File: src/rtl/div_ctrl_pkg.sv
// Shared types and sizing for the multi-cycle DIV/DIVU controller.
package div_ctrl_pkg;

    localparam int unsigned DATA_W   = 32;
    localparam int unsigned DIV_ITER = 32;
    localparam int unsigned CNT_W    = 6;
    localparam int unsigned IDX_W    = $clog2(DATA_W);
    localparam int unsigned PR_W     = 2 * DATA_W + 1;

    typedef enum logic [1:0] {
        IDLE     = 2'd0,
        DIV_ZERO = 2'd1,
        ON       = 2'd2,
        DONE     = 2'd3
    } div_state_e;

    typedef struct packed {
        logic [DATA_W-1:0] quot;
        logic [DATA_W-1:0] rem;
    } div_res_t;

    // Two's-complement magnitude when the operand is treated as signed
    function automatic logic [DATA_W-1:0] abs_val(input logic [DATA_W-1:0] v, input logic is_signed);
        return (is_signed && v[DATA_W-1]) ? -v : v;
    endfunction

endpackage

File: src/rtl/div_iter.sv
// One restoring shift-subtract step on the {remainder, quotient} register.
module div_iter
    import div_ctrl_pkg::*;
(
    input  logic [PR_W-1:0]   pr_cur,
    input  logic              dvd_bit,
    input  logic [DATA_W-1:0] divisor,
    output logic [PR_W-1:0]   pr_nxt
);

    logic [DATA_W+1:0] trial;
    logic              unused_q_msb;

    // Quotient MSB shifts out; a 32-bit quotient never sets it before the final step
    assign unused_q_msb = pr_cur[DATA_W-1];

    always_comb begin
        trial = {pr_cur[PR_W-1:DATA_W], dvd_bit} - {2'b00, divisor};
        if (!trial[DATA_W+1]) begin
            pr_nxt = {trial[DATA_W:0], pr_cur[DATA_W-2:0], 1'b1};
        end else begin
            pr_nxt = {pr_cur[PR_W-2:DATA_W], dvd_bit, pr_cur[DATA_W-2:0], 1'b0};
        end
    end

endmodule

File: src/rtl/div_ctrl.sv
// Multi-cycle DIV/DIVU unit for the EX stage: 32-step restoring divider with sign fix-up.
// Optional DIV_EARLY_OUT_EN: |dividend| < |divisor| completes in one cycle.
module div_ctrl
    import div_ctrl_pkg::*;
(
    input  logic              clk,
    input  logic              rst,
    input  logic              start_i,
    input  logic              signed_i,
    input  logic [DATA_W-1:0] dividend_i,
    input  logic [DATA_W-1:0] divisor_i,
    input  logic              cancel_i,
    output logic              stall_req_o,
    output logic              busy_o,
    output logic              ready_o,
    output logic [DATA_W-1:0] quot_o,
    output logic [DATA_W-1:0] rem_o
);

    div_state_e        state_q, state_d;
    logic [CNT_W-1:0]  cnt_q, cnt_d;
    logic [PR_W-1:0]   pr_q, pr_d, pr_iter;
    logic [DATA_W-1:0] dvd_mag_q, dvd_mag_d, dvs_mag_q, dvs_mag_d;
    logic              signed_q, signed_d;
    logic              dvd_neg_q, dvd_neg_d, dvs_neg_q, dvs_neg_d;
    logic              busy_q, busy_d, ready_q, ready_d;
    div_res_t          res_q, res_d, final_res;
    logic [DATA_W-1:0] dvd_abs, dvs_abs, quot_mag, rem_mag;
    logic              dvd_bit, last_iter;

    assign dvd_abs = abs_val(dividend_i, signed_i);
    assign dvs_abs = abs_val(divisor_i, signed_i);

    // Bit index 31 - cnt, i.e. dividend bits fed MSB first
    assign dvd_bit   = dvd_mag_q[~cnt_q[IDX_W-1:0]];
    assign last_iter = (cnt_q == CNT_W'(DIV_ITER - 1));

    div_iter u_iter (
        .pr_cur  (pr_q),
        .dvd_bit (dvd_bit),
        .divisor (dvs_mag_q),
        .pr_nxt  (pr_iter)
    );

    // Sign fix-up of the final iteration's magnitudes
    assign quot_mag       = pr_iter[DATA_W-1:0];
    assign rem_mag        = pr_iter[2*DATA_W-1:DATA_W];
    assign final_res.quot = (signed_q && (dvd_neg_q ^ dvs_neg_q)) ? -quot_mag : quot_mag;
    assign final_res.rem  = (signed_q && dvd_neg_q) ? -rem_mag : rem_mag;

    always_comb begin
        state_d   = state_q;
        cnt_d     = cnt_q;
        pr_d      = pr_q;
        dvd_mag_d = dvd_mag_q;
        dvs_mag_d = dvs_mag_q;
        signed_d  = signed_q;
        dvd_neg_d = dvd_neg_q;
        dvs_neg_d = dvs_neg_q;
        ready_d   = 1'b0;
        res_d     = '0;

        unique case (state_q)
            IDLE: begin
                if (start_i && !cancel_i) begin
                    if (divisor_i == '0) begin
                        state_d = DIV_ZERO;
`ifdef DIV_EARLY_OUT_EN
                    end else if (dvd_abs < dvs_abs) begin
                        state_d = DONE;
                        ready_d = 1'b1;
                        res_d   = '{quot: '0, rem: dividend_i};
`endif
                    end else begin
                        state_d   = ON;
                        cnt_d     = '0;
                        pr_d      = '0;
                        dvd_mag_d = dvd_abs;
                        dvs_mag_d = dvs_abs;
                        signed_d  = signed_i;
                        dvd_neg_d = dividend_i[DATA_W-1];
                        dvs_neg_d = divisor_i[DATA_W-1];
                    end
                end
            end
            DIV_ZERO: begin
                state_d = DONE;
                ready_d = 1'b1;
            end
            ON: begin
                pr_d  = pr_iter;
                cnt_d = cnt_q + CNT_W'(1);
                if (last_iter) begin
                    state_d = DONE;
                    ready_d = 1'b1;
                    res_d   = final_res;
                end
            end
            DONE: begin
                state_d = IDLE;
            end
            default: begin
                state_d = IDLE;
            end
        endcase

        // Flush wins over everything, including a pending result
        if (cancel_i) begin
            state_d = IDLE;
            ready_d = 1'b0;
            res_d   = '0;
        end

        busy_d = (state_d != IDLE);
    end

    always_ff @(posedge clk or negedge rst) begin
        if (!rst) begin
            state_q   <= IDLE;
            cnt_q     <= '0;
            pr_q      <= '0;
            dvd_mag_q <= '0;
            dvs_mag_q <= '0;
            signed_q  <= 1'b0;
            dvd_neg_q <= 1'b0;
            dvs_neg_q <= 1'b0;
            busy_q    <= 1'b0;
            ready_q   <= 1'b0;
            res_q     <= '0;
        end else begin
            state_q   <= state_d;
            cnt_q     <= cnt_d;
            pr_q      <= pr_d;
            dvd_mag_q <= dvd_mag_d;
            dvs_mag_q <= dvs_mag_d;
            signed_q  <= signed_d;
            dvd_neg_q <= dvd_neg_d;
            dvs_neg_q <= dvs_neg_d;
            busy_q    <= busy_d;
            ready_q   <= ready_d;
            res_q     <= res_d;
        end
    end

    // Stall must already be high in the issue cycle, so it decodes the live request
    assign stall_req_o = rst && ((state_q == IDLE && start_i && !cancel_i)
                                 || state_q == DIV_ZERO || state_q == ON);
    assign busy_o      = busy_q;
    assign ready_o     = ready_q;
    assign quot_o      = res_q.quot;
    assign rem_o       = res_q.rem;

endmodule

File: config.mk
export PLATFORM = sky130hd
export DESIGN_NAME = div_ctrl
export DESIGN_NICKNAME = d
export VERILOG_FILES = /design/src/rtl/div_ctrl_pkg.sv /design/src/rtl/div_iter.sv /design/src/rtl/div_ctrl.sv
export SDC_FILE = /design/constraint.sdc
export NUM_CORES = 1
export LEC_CHECK = 0
export CAP_MARGIN = 20
export CORE_UTILIZATION = 64
export CTS_BUF_LIST = sky130_fd_sc_hd__clkbuf_2 sky130_fd_sc_hd__clkbuf_4 sky130_fd_sc_hd__clkbuf_8
export CTS_CLUSTER_DIAMETER = 50
export DETAILED_ROUTE_END_ITERATION = 7
export PLACE_DENSITY = 0.89
export SYNTH_ARGS = -nofsm -noshare
export SYNTH_HDL_FRONTEND = slang
export SYNTH_SLANG_ARGS = --single-unit
File: constraint.sdc
create_clock -name clk -period 15.8 [get_ports clk]
set_clock_uncertainty 0.05 [all_clocks]
set_input_delay 1.58 -clock clk [delete_from_list [all_inputs] [get_ports clk]]
set_output_delay 1.58 -clock clk [all_outputs]
set_load 0.01 [all_outputs]
==> summary.json, run 1 <==
{
  "die": {
    "rows": 52,
    "die_outline_width_um": 147,
    "core_area_sq_um": 20400,
    "initial_utilization_pct": 65.9,
    "die_y_um": 147,
    "io_pins": 136,
    "die_area_sq_um": 21600
  },
  "logic_synthesis": {
    "post_synth.cell_area_avg_sq_um": 8.48,
    "ys_ff_latch": 205,
    "synth.top_cell.area_share_pct": 38.1,
    "synth.cell_area_sq_um": 13500,
    "synth.area.mux_share_pct": 4.18,
    "synthesis.yosys.warnings": 0,
    "yosys.area_share.xor_xnor_pct": 8.72,
    "synth_compound_gate_area_share_pct": 20.1,
    "synth-seq-area-share_pct": 38.1,
    "synth_top_family_by_area": "simple AND/OR/NAND/NOR gates",
    "synth_top_cells_by_area": "sky130_fd_sc_hd__dfrtp_1 (38%), sky130_fd_sc_hd__nand2_1 (6.6%), sky130_fd_sc_hd__xnor2_1 (5.0%)",
    "netlist-cell-type-count": 89,
    "post_synth_edffs": 0,
    "synth.most_common_cell": "sky130_fd_sc_hd__nand2_1",
    "synth-simple-area-share_pct": 20.6,
    "synthesized_nets": 1699,
    "synthFlopType": "sky130_fd_sc_hd__dfrtp_1",
    "adder_cell_share_of_the_synthesized_area_pct": 3.96,
    "postSynthCellCount": 1588,
    "synth-async-reset-ratio_pct": 100,
    "ys_top_cells_by_count": "sky130_fd_sc_hd__nand2_1 (237), sky130_fd_sc_hd__dfrtp_1 (205), sky130_fd_sc_hd__nor2_1 (144)",
    "netlist.top_cell.by_area": "sky130_fd_sc_hd__dfrtp_1"
  },
  "placed_design": {
    "gp_congestion": 1.02,
    "dp_hpwl_um": 28000,
    "pre_cts_ws_ns": 9.42,
    "buffer_ports.inserted": 135,
    "placed_cell_area_sq_um": 14900
  },
  "global_routing": {
    "antenna_found_initial": 0,
    "grt_start_max_net_pins": 101,
    "grt_pass1_wl_um": 61300,
    "globalRouteOverflowTotal": 0,
    "grt_pass1_vias": 11771,
    "globalRouteTotalUtil_pct": 35.9
  },
  "cts": {
    "cts-root-buf": "sky130_fd_sc_hd__clkbuf_8",
    "clk_pin_slew_ns": 0.06,
    "postCtsHoldBufs": 0,
    "cts_htree_levels": 2,
    "cts_made_buffers": 35,
    "clk_latency_ns": 0.55,
    "clockBufferDepth": 3,
    "cts.repair.resized": 0,
    "cts_tree": "done",
    "cts.sinks": 205,
    "cts_setup_buffers": 0
  },
  "timing": {
    "tns_ns": 0,
    "post-route-min-period_ns": 6.23,
    "max_clock_freq_mhz": 161,
    "rsz0062_at_grt": "no",
    "post-route-period-util_pct": 39.4,
    "worstMarginPinSlew_ns": 0.986,
    "worst_slew_margin_rel_pct": 33.9,
    "finalHoldViolations": 0,
    "number_of_setup_violations_in_the_final_report": 0,
    "holdWs_ns": 0.425,
    "drv_slew": 0,
    "final_critical_path_setup_slack_ns": 9.57
  },
  "routing": {
    "drt_wl_total_um": 38500,
    "vias": 12507,
    "wire_length_per_cell_um": 19.5,
    "count_of_tritonroute_iterations_in_the_first_routing_pass": 5,
    "dr.first_iter.drc_count": 1197,
    "post_drt_via_cell_ratio": 6.33,
    "drc": 0,
    "drtAntennaViolNets": 0
  },
  "finish": {
    "areaGrowthSynthToFinish_pct": 16.0,
    "number_of_filler_instances_in_the_final_layout": 1437,
    "finalInstanceArea_sq_um": 15600,
    "num_antenna_cells": 0,
    "fin_nets": 1795,
    "drive_gt1_share_pct": 6.62
  },
  "min_path": {
    "min_delay_worst_endpoint": "dvd_mag_q[10]",
    "holdPathStages": 2,
    "holdCritPathClass": "reg2reg",
    "min-delay-start": "dvd_mag_q[10]"
  },
  "critical_path": {
    "worst-endpoint-arrival_ns": 6.63,
    "rrSetupSlack_ns": 9.57,
    "r2r.worst_path.cells": 20,
    "crit_type": "reg2reg",
    "required_ns": 16.21,
    "worst_r2r_endpoint": "rem_o[24]",
    "setup.worst_path.end_class": "flop",
    "worstPathMaxFanout": 39,
    "rr_startpoint": "cnt_q[0]",
    "crit_path_start_kind": "flop"
  },
  "status": {
    "run_status": "finished, final reports clean"
  },
  "pwr": {
    "power.sequential.fraction_pct": 32.9,
    "combinational_share_of_power_pct": 42.9,
    "p_per_area_nw_per_um2": 132,
    "p_int_mw": 1.19,
    "power.switching_fraction_pct": 42.1,
    "power_frac_clock_pct": 24.2,
    "p_leak_nw": 6.63,
    "switching_power_total_uw": 866,
    "ir_worst_vdd_uv": 81.4
  },
  "job": {
    "max-cap-violations": 0
  }
}
## worst max-delay path, cell delays in order (launching register included)
cell,delay [ns]
sky130_fd_sc_hd__dfrtp_1,0.68
sky130_fd_sc_hd__mux4_1,0.63
sky130_fd_sc_hd__mux4_2,0.54
sky130_fd_sc_hd__mux2i_4,0.24
sky130_fd_sc_hd__ha_1,0.21
sky130_fd_sc_hd__nand2b_1,0.15
sky130_fd_sc_hd__a21boi_1,0.16
sky130_fd_sc_hd__o211ai_1,0.24
sky130_fd_sc_hd__o211ai_2,0.15
sky130_fd_sc_hd__mux2i_1,0.18
sky130_fd_sc_hd__buf_4,0.21
sky130_fd_sc_hd__nor2_4,0.12
sky130_fd_sc_hd__buf_4,0.46
sky130_fd_sc_hd__mux2i_1,0.43
sky130_fd_sc_hd__ha_1,0.36
sky130_fd_sc_hd__nand2_1,0.10
sky130_fd_sc_hd__nor3_2,0.21
sky130_fd_sc_hd__a31o_2,0.24
sky130_fd_sc_hd__a31oi_1,0.17
sky130_fd_sc_hd__or3_1,0.41
sky130_fd_sc_hd__a21oi_1,0.16
## sequential cells by signal, summed over array words and instances (netlist names)
name       count
dvs_mag_q     32
ready_o        1
dvd_neg_q      1
cnt_q          6
busy_o         1
quot_o        32
dvs_neg_q      1
pr_q          64
state_q        2
rem_o         32
dvd_mag_q     32
signed_q       1
## placed cells by master, fill, tap and decap left out, drive strengths merged, types with 16 or more instances in the layout
cell type      instances
dfrtp                205
xnor2                 77
inv                   57
ha                    41
xor2                  57
nand3                 55
clkbuf                51
nand4                 19
nor4                  26
a211oi                16
clkdlybuf4s50        134
nor2                 145
o31ai                 43
o21ai                142
nand2                237
and2                  18
mux2i                 25
nor3                  34
a21oi                104
## worst max-delay path by stage
stage,from,to,slack (ns),cells past startpoint
floorplan,cnt_q[0],rem_o[24],10.50,22
global placement,cnt_q[0],rem_o[24],9.71,20
detailed placement,cnt_q[0],rem_o[24],9.42,20
CTS,cnt_q[0],rem_o[24],9.38,20
global route,cnt_q[0],rem_o[28],9.22,20
finish,cnt_q[0],rem_o[24],9.57,20
## metrics by stage
step / power, mW / instances / util, %
final: 2.06 / 1976 / 76.4
after global routing: 2.17 / 1976 / 76.4
after CTS: 2.04 / 1975 / 76.4
after detailed placement: 1.54 / 1916 / 72.9
after global placement: 1.52 / 1916 / 72.9
after floorplan: 1.30 / 1588 / -
## power groups by stage
stage	clock network [mW]	logic, mW	registers [mW]
6_report	0.498	0.884	0.677
5_1_grt	0.526	0.959	0.688
2_1_floorplan	0	0.638	0.658
3_5_place_dp	0	0.859	0.685
4_1_cts	0.500	0.867	0.676
3_3_place_gp	0	0.838	0.679
## layout make-up
class	count	area, sq um	share of cell area (%)
timing repair buffer	148	1450	9.30
tap	270	338	2.16
clock inverter	9	82.6	0.529
sequential	205	5130	32.8
inverter	56	210	1.35
clock buffer	50	632	4.05
multi-input combinational	1238	7770	49.8
## cells by family after synthesis
kind of cell | Yosys count
AOI/OAI and AO/OA | 422
xor gates and xnor gates | 134
adders and majority gates | 42
buffers and inverters | 145
DFF | 205
muxes | 39
and+or+nand+nor | 601
## per-layer routing
layer / up-vias / part of all wire [%] / track usage (%)
met5: - / 0 / 0
met1: 5948 / 42 / 49.9
met4: 0 / 2.5 / 11.5
met2: 629 / 46 / 57.7
li1: 5853 / - / -
met3: 77 / 9.0 / 5.62
Note: power is estimated with default switching activity, not from simulation.
==> inputs of run 2 (changes only) <==
--- a/config.mk
+++ b/config.mk
@@ -6,11 +6,11 @@
 export NUM_CORES = 1
 export LEC_CHECK = 0
 export CAP_MARGIN = 20
-export CORE_UTILIZATION = 64
+export CORE_UTILIZATION = 54
 export CTS_BUF_LIST = sky130_fd_sc_hd__clkbuf_2 sky130_fd_sc_hd__clkbuf_4 sky130_fd_sc_hd__clkbuf_8
 export CTS_CLUSTER_DIAMETER = 50
 export DETAILED_ROUTE_END_ITERATION = 7
-export PLACE_DENSITY = 0.89
+export PLACE_DENSITY = 0.8
 export SYNTH_ARGS = -nofsm -noshare
 export SYNTH_HDL_FRONTEND = slang
 export SYNTH_SLANG_ARGS = --single-unit
==> constraint.sdc (replaced) <==
create_clock -name clk -period 5.4 [get_ports clk]
set_clock_uncertainty 0.05 [all_clocks]
set_input_delay 0.54 -clock clk [delete_from_list [all_inputs] [get_ports clk]]
set_output_delay 0.54 -clock clk [all_outputs]
set_load 0.01 [all_outputs]
==> run 2 against run 1 <==
  * Clock power increased to 3.3 times the previous value
  * Count of clock-buffer cells in the layout increased by 6
  * Combinational power increased to 3.1 times the previous value
  * Maximum frequency increased by 19%
  * Global-route usage decreased by 5.8 points
  * Flip-flop and latch count unchanged
  * Core utilization decreased by 10 points
  * Critical path depth decreased by 2
  * Design area increased by 3.1%
  * Via count decreased by 1.2%
  * Critical endpoint is now rem_o[25]
==> summary.json, run 2 (synthesized netlist as in run 1, its figures left out) <==
{
  "status": {
    "run_status": "finished, final reports clean"
  },
  "placed_design": {
    "buffer_ports.inserted": 135,
    "pre_cts_ws_ns": -0.0143,
    "placed_cell_area_sq_um": 15200,
    "dp_hpwl_um": 28600,
    "gp_congestion": 0.951,
    "placedCellCount": 1992
  },
  "timing": {
    "drv_slew": 0,
    "worst_slew_margin_rel_pct": 26.0,
    "finalHoldViolations": 0,
    "post-route-period-util_pct": 96.5,
    "number_of_setup_violations_in_the_final_report": 0,
    "worstMarginPinSlew_ns": 1.10,
    "final_critical_path_setup_slack_ns": 0.187,
    "max_clock_freq_mhz": 192,
    "rsz0062_at_grt": "yes",
    "tns_ns": 0,
    "post-route-min-period_ns": 5.21
  },
  "global_routing": {
    "grt_pass1_wl_um": 61500,
    "grt_pass1_vias": 11554,
    "antenna_found_initial": 0,
    "globalRouteOverflowTotal": 0,
    "grt_start_max_net_pins": 143,
    "globalRouteTotalUtil_pct": 30.1
  },
  "die": {
    "die_outline_width_um": 160,
    "rows": 57,
    "die_area_sq_um": 25600,
    "core_area_sq_um": 24400,
    "io_pins": 136,
    "die_y_um": 160,
    "initial_utilization_pct": 55.2
  },
  "critical_path": {
    "worst-endpoint-arrival_ns": 5.57,
    "worstPathMaxFanout": 6,
    "setup.worst_path.end_class": "flop",
    "required_ns": 5.76,
    "worstSetupStartpoint": "cnt_q[0]",
    "rr_startpoint": "cnt_q[0]",
    "crit_path_start_kind": "flop",
    "crit_type": "reg2reg"
  },
  "routing": {
    "drc": 0,
    "vias": 12353,
    "count_of_tritonroute_iterations_in_the_first_routing_pass": 5,
    "drt_wl_total_um": 38200,
    "dr.first_iter.drc_count": 1059,
    "drtAntennaViolNets": 0,
    "wire_length_per_cell_um": 18.5,
    "post_drt_via_cell_ratio": 5.99
  },
  "pwr": {
    "power.sequential.fraction_pct": 30.9,
    "switching_power_total_mw": 2.60,
    "p_per_area_nw_per_um2": 395,
    "ir_worst_vdd_uv": 259,
    "combinational_share_of_power_pct": 43.5,
    "p_int_mw": 3.76,
    "fin_total_pwr_mw": 6.36,
    "p_leak_nw": 6.85,
    "power.switching_fraction_pct": 40.9,
    "power_frac_clock_pct": 25.5
  },
  "finish": {
    "layout_common_cells": "sky130_fd_sc_hd__nand2_1 (237), sky130_fd_sc_hd__dfrtp_1 (204), sky130_fd_sc_hd__nor2_1 (144)",
    "fin_nets": 1821,
    "number_of_filler_instances_in_the_final_layout": 2054,
    "finalInstanceArea_sq_um": 16100,
    "layout_commonest_cell": "sky130_fd_sc_hd__nand2_1",
    "stdcell_count": 2061,
    "largest-register": "pr_q",
    "num_antenna_cells": 0,
    "drive_gt1_share_pct": 8.64,
    "areaGrowthSynthToFinish_pct": 19.7,
    "largest_register_ffs": 64
  },
  "cts": {
    "cts_made_buffers": 37,
    "cts.sinks": 205,
    "clockBufferDepth": 3,
    "clk_pin_slew_ns": 0.06,
    "cts-root-buf": "sky130_fd_sc_hd__clkbuf_8",
    "cts_htree_levels": 2,
    "cts_tree": "done",
    "clk_latency_ns": 0.55
  },
  "job": {
    "max-cap-violations": 0
  },
  "min_path": {
    "holdCritPathClass": "reg2reg",
    "min-delay-start": "dvs_mag_q[28]"
  }
}
[run 2: critical path: stages (launching register included)]
cell,delay (ns)
sky130_fd_sc_hd__dfrtp_2,0.36
sky130_fd_sc_hd__buf_4,0.16
sky130_fd_sc_hd__mux4_1,0.55
sky130_fd_sc_hd__mux4_2,0.54
sky130_fd_sc_hd__mux2i_4,0.18
sky130_fd_sc_hd__ha_1,0.18
sky130_fd_sc_hd__inv_1,0.05
sky130_fd_sc_hd__fa_1,0.39
sky130_fd_sc_hd__a21o_1,0.23
sky130_fd_sc_hd__a221o_1,0.38
sky130_fd_sc_hd__a21oi_2,0.24
sky130_fd_sc_hd__buf_4,0.19
sky130_fd_sc_hd__o31ai_1,0.16
sky130_fd_sc_hd__a21oi_1,0.19
sky130_fd_sc_hd__a311oi_2,0.08
sky130_fd_sc_hd__o31a_1,0.45
sky130_fd_sc_hd__o41ai_2,0.46
sky130_fd_sc_hd__a21o_1,0.18
sky130_fd_sc_hd__a21oi_1,0.06
[run 2: final timing paths]
check | slack, ns | cells after the start | endpoint
worst max-delay path | 0.19 | 18 | rem_o[25]
worst min-delay path | 0.43 | 2 | dvs_mag_q[28]
worst max register to register | 0.19 | 18 | rem_o[25]
worst min register to register | 0.43 | 2 | dvs_mag_q[28]
max in group asynchronous | 3.55 | 3 | dvs_mag_q[1]
min in group asynchronous | 0.50 | 2 | rem_o[7]
[run 2: through the flow]
stage	hold WS [ns]	util, %
finish	0.426	66.0
global route	0.458	66.0
CTS	0.434	65.8
detailed placement	0.421	62.3
global placement	0.404	62.3
floorplan	0.194	-
[run 2: what timing repair did]
item / CTS / global route
pin swaps: 0 / 5
resized for setup: 1 / 7
setup endpoints to repair: 1 / 8
setup buffers: 0 / 2
hold buffers: 1 / 0
gates cloned: 0 / 0
endpoints found under the hold margin: 63 / 0
[run 2: area by class of cell]
class                      instances  area [sq um]  share of cell area, %
clock inverter                    10           116                  0.722
sequential                       205          5130                   31.9
inverter                          56           210                   1.30
tap                              324           405                   2.52
clock buffer                      56           721                   4.47
timing repair buffer             172          1700                   10.5
multi-input combinational       1238          7830                   48.6
[run 2: routing by layer]
layer | up-vias | track usage, % | part of all wire, %
li1 | 5908 | - | -
met1 | 5839 | 44.1 | 46
met2 | 528 | 46.5 | 45
met3 | 78 | 4.05 | 7.4
met4 | 0 | 8.96 | 2.5
met5 | - | 0 | 0
[run 2: power groups by stage]
stage	Combinational (mW)	Sequential [mW]	Clock, mW
after detailed placement	2.69	2.00	0
after CTS	2.70	1.97	1.64
after global routing	3.02	2.00	1.73
after global placement	2.66	1.98	0
after floorplan	1.87	1.92	0
final	2.77	1.97	1.62
==> inputs of run 3 (changes only) <==
--- a/config.mk
+++ b/config.mk
@@ -6,7 +6,10 @@
 export NUM_CORES = 1
 export LEC_CHECK = 0
 export CAP_MARGIN = 20
-export CORE_UTILIZATION = 54
+export CELL_PAD_IN_SITES_DETAIL_PLACEMENT = 2
+export CELL_PAD_IN_SITES_GLOBAL_PLACEMENT = 2
+export CORE_MARGIN = 2
+export CORE_UTILIZATION = 33
 export CTS_BUF_LIST = sky130_fd_sc_hd__clkbuf_2 sky130_fd_sc_hd__clkbuf_4 sky130_fd_sc_hd__clkbuf_8
 export CTS_CLUSTER_DIAMETER = 50
 export DETAILED_ROUTE_END_ITERATION = 7
==> run 3 against run 2 <==
  * Sequential power about the same
  * Global-route usage decreased by 6.0 points
  * Total power grew 3.2%
  * Design area rose by 1.9%
  * Sequential share of layout area decreased by 0.59 points
  * Maximum frequency decreased by 1.0%
  * Critical endpoint is now rem_o[30]
==> summary.json, run 3 (synthesized netlist as in run 1, its figures left out) <==
{
  "status": {
    "run_status": "finished, final reports clean"
  },
  "cts": {
    "clk_pin_slew_ns": 0.06,
    "cts_htree_levels": 2,
    "cts-root-buf": "sky130_fd_sc_hd__clkbuf_8",
    "cts_made_buffers": 39,
    "clk_latency_ns": 0.60,
    "cts_tree": "done",
    "cts.sinks": 205,
    "clockBufferDepth": 3
  },
  "critical_path": {
    "critPathTopFamily": "compound AO/OA/AOI/OAI gates",
    "worstPathMaxFanout": 4,
    "required_ns": 5.81,
    "timing.critical_path.cells": "buf_4 > mux4_1 > mux4_2 > mux2i_4 > ha_2 > inv_1 > fa_2 > a21o_1 > a221o_1 > a221oi_4 > o21ai_2 > a41oi_2 > xnor2_2 > o41a_1 > nor4_4 > mux2i_1 > o211ai_1",
    "setup.worst_path.end_class": "flop",
    "crit_path_start_kind": "flop",
    "timing.critical_path.buf_inv": 2,
    "critical-path-slowest-cell": "sky130_fd_sc_hd__mux4_1",
    "worst-endpoint-arrival_ns": 5.67,
    "crit_type": "reg2reg",
    "cp_slowest_stage_delay_ns": 0.56
  },
  "die": {
    "rows": 73,
    "die_outline_width_um": 206,
    "die_area_sq_um": 42400,
    "die_y_um": 206,
    "io_pins": 136,
    "initial_utilization_pct": 33.6,
    "core_area_sq_um": 40000
  },
  "timing": {
    "worstMarginPinSlew_ns": 0.992,
    "finalHoldViolations": 0,
    "max_clock_freq_mhz": 190,
    "worst_slew_margin_rel_pct": 33.3,
    "number_of_setup_violations_in_the_final_report": 0,
    "rsz0062_at_grt": "yes",
    "post-route-period-util_pct": 97.6,
    "holdWs_ns": 0.429,
    "post-route-min-period_ns": 5.27,
    "drv_slew": 0,
    "tns_ns": 0
  },
  "routing": {
    "drc": 0,
    "post_drt_via_cell_ratio": 5.61,
    "wire_length_per_cell_um": 22.2,
    "drtAntennaViolNets": 0,
    "drt_wl_total_um": 50300,
    "count_of_tritonroute_iterations_in_the_first_routing_pass": 4,
    "vias": 12702,
    "dr.first_iter.drc_count": 580
  },
  "placed_design": {
    "dp_hpwl_um": 37900,
    "placed_cell_area_sq_um": 15400,
    "gp_congestion": 0.928,
    "buffer_ports.inserted": 135
  },
  "finish": {
    "largest_register_ffs": 64,
    "areaGrowthSynthToFinish_pct": 21.9,
    "largest-register": "pr_q",
    "final_core_utilization_pct": 41.0,
    "num_antenna_cells": 0,
    "finalInstanceArea_sq_um": 16400,
    "drive_gt1_share_pct": 9.54,
    "layout_common_cells": "sky130_fd_sc_hd__nand2_1 (237), sky130_fd_sc_hd__dfrtp_1 (204), sky130_fd_sc_hd__nor2_1 (144)",
    "layout_commonest_cell": "sky130_fd_sc_hd__nand2_1",
    "fin_nets": 1826
  },
  "pwr": {
    "p_leak_nw": 6.85,
    "fin_total_pwr_mw": 6.56,
    "p_per_area_nw_per_um2": 400,
    "ir_worst_vdd_uv": 196
  },
  "job": {
    "max-cap-violations": 0
  },
  "global_routing": {
    "grt_start_max_net_pins": 134,
    "globalRouteOverflowTotal": 0,
    "antenna_found_initial": 1,
    "grt_pass1_wl_um": 79400,
    "globalRouteTotalUtil_pct": 24.1,
    "grt_pass1_vias": 13906
  },
  "min_path": {
    "holdCritPathClass": "reg2reg"
  }
}
[run 3: changes by cell type in the layout (fill, tap and decap cells not counted), sizes merged]
| cell | change |
|---|---|
| buf | +3 |
| bufinv | -2 |
| inv | -2 |
| clkinvlp | +1 |
| clkinv | -2 |
| clkbuf | +5 |
[run 3: routing by layer]
layer | global-route usage [%] | vias to the layer above | routed length (um)
li1 | - | 5895 | -
met1 | 32.9 | 6430 | 23700
met2 | 39.4 | 279 | 23300
met3 | 3.44 | 96 | 2030
met4 | 7.37 | 2 | 1260
met5 | 0 | - | 11
[run 3: path summary, 6_finish.rpt]
path                          startpoint            end  slack, ns  cells after the start
setup / recovery                cnt_q[0]      rem_o[30]       0.13                     17
hold / removal             dvs_mag_q[25]  dvs_mag_q[25]       0.43                      2
hold reg to reg            dvs_mag_q[25]  dvs_mag_q[25]       0.43                      2
setup reg to reg                cnt_q[0]      rem_o[30]       0.13                     17
min in group asynchronous            rst       pr_q[40]       0.47                      2
max in group asynchronous            rst      quot_o[3]       3.56                      3
[run 3: timing repair]
action                                 in CTS  in global routing
setup endpoints to repair                   5                 19
buffers inserted                            0                  4
hold buffers                                1                  0
endpoints found under the hold margin      72                  0
gates resized for setup                     3                 22
pin swaps                                   4                 10
[run 3: worst register-to-register path, delay by kind of cell (launching register included)]
kind | cells | cell delay [ns]
xor gates and xnor gates | 1 | 0.12
adders and majority gates | 2 | 0.54
and+or+nand+nor | 1 | 0.37
DFF | 1 | 0.41
buffers and inverters | 2 | 0.21
muxes | 4 | 1.46
AOI/OAI and AO/OA | 7 | 1.98
[run 3: through the flow]
stage | setup WS, ns | instances
after floorplan | 0.103 | 1588
after global placement | 0.140 | 2194
after detailed placement | -0.0293 | 2194
after CTS | 0.00226 | 2261
after global routing | -0.0518 | 2265
final | 0.132 | 2265
[run 3: area by class of cell]
cell class | instances | area [sq um]
repair buffers | 175 | 1700
inverters | 56 | 210
fillers | 4484 | 23600
multi-input cells | 1238 | 7890
clock buffers | 61 | 790
well taps | 525 | 657
clock inverters | 5 | 45.0
flip-flops and latches | 205 | 5130
[run 3: where the power goes]
part | internal [mW] | total [mW] | switching, mW
clock network | 0.929 | 1.63 | 0.703
registers | 1.80 | 1.98 | 0.178
logic | 1.01 | 2.95 | 1.94
total | 3.74 | 6.56 | 2.82
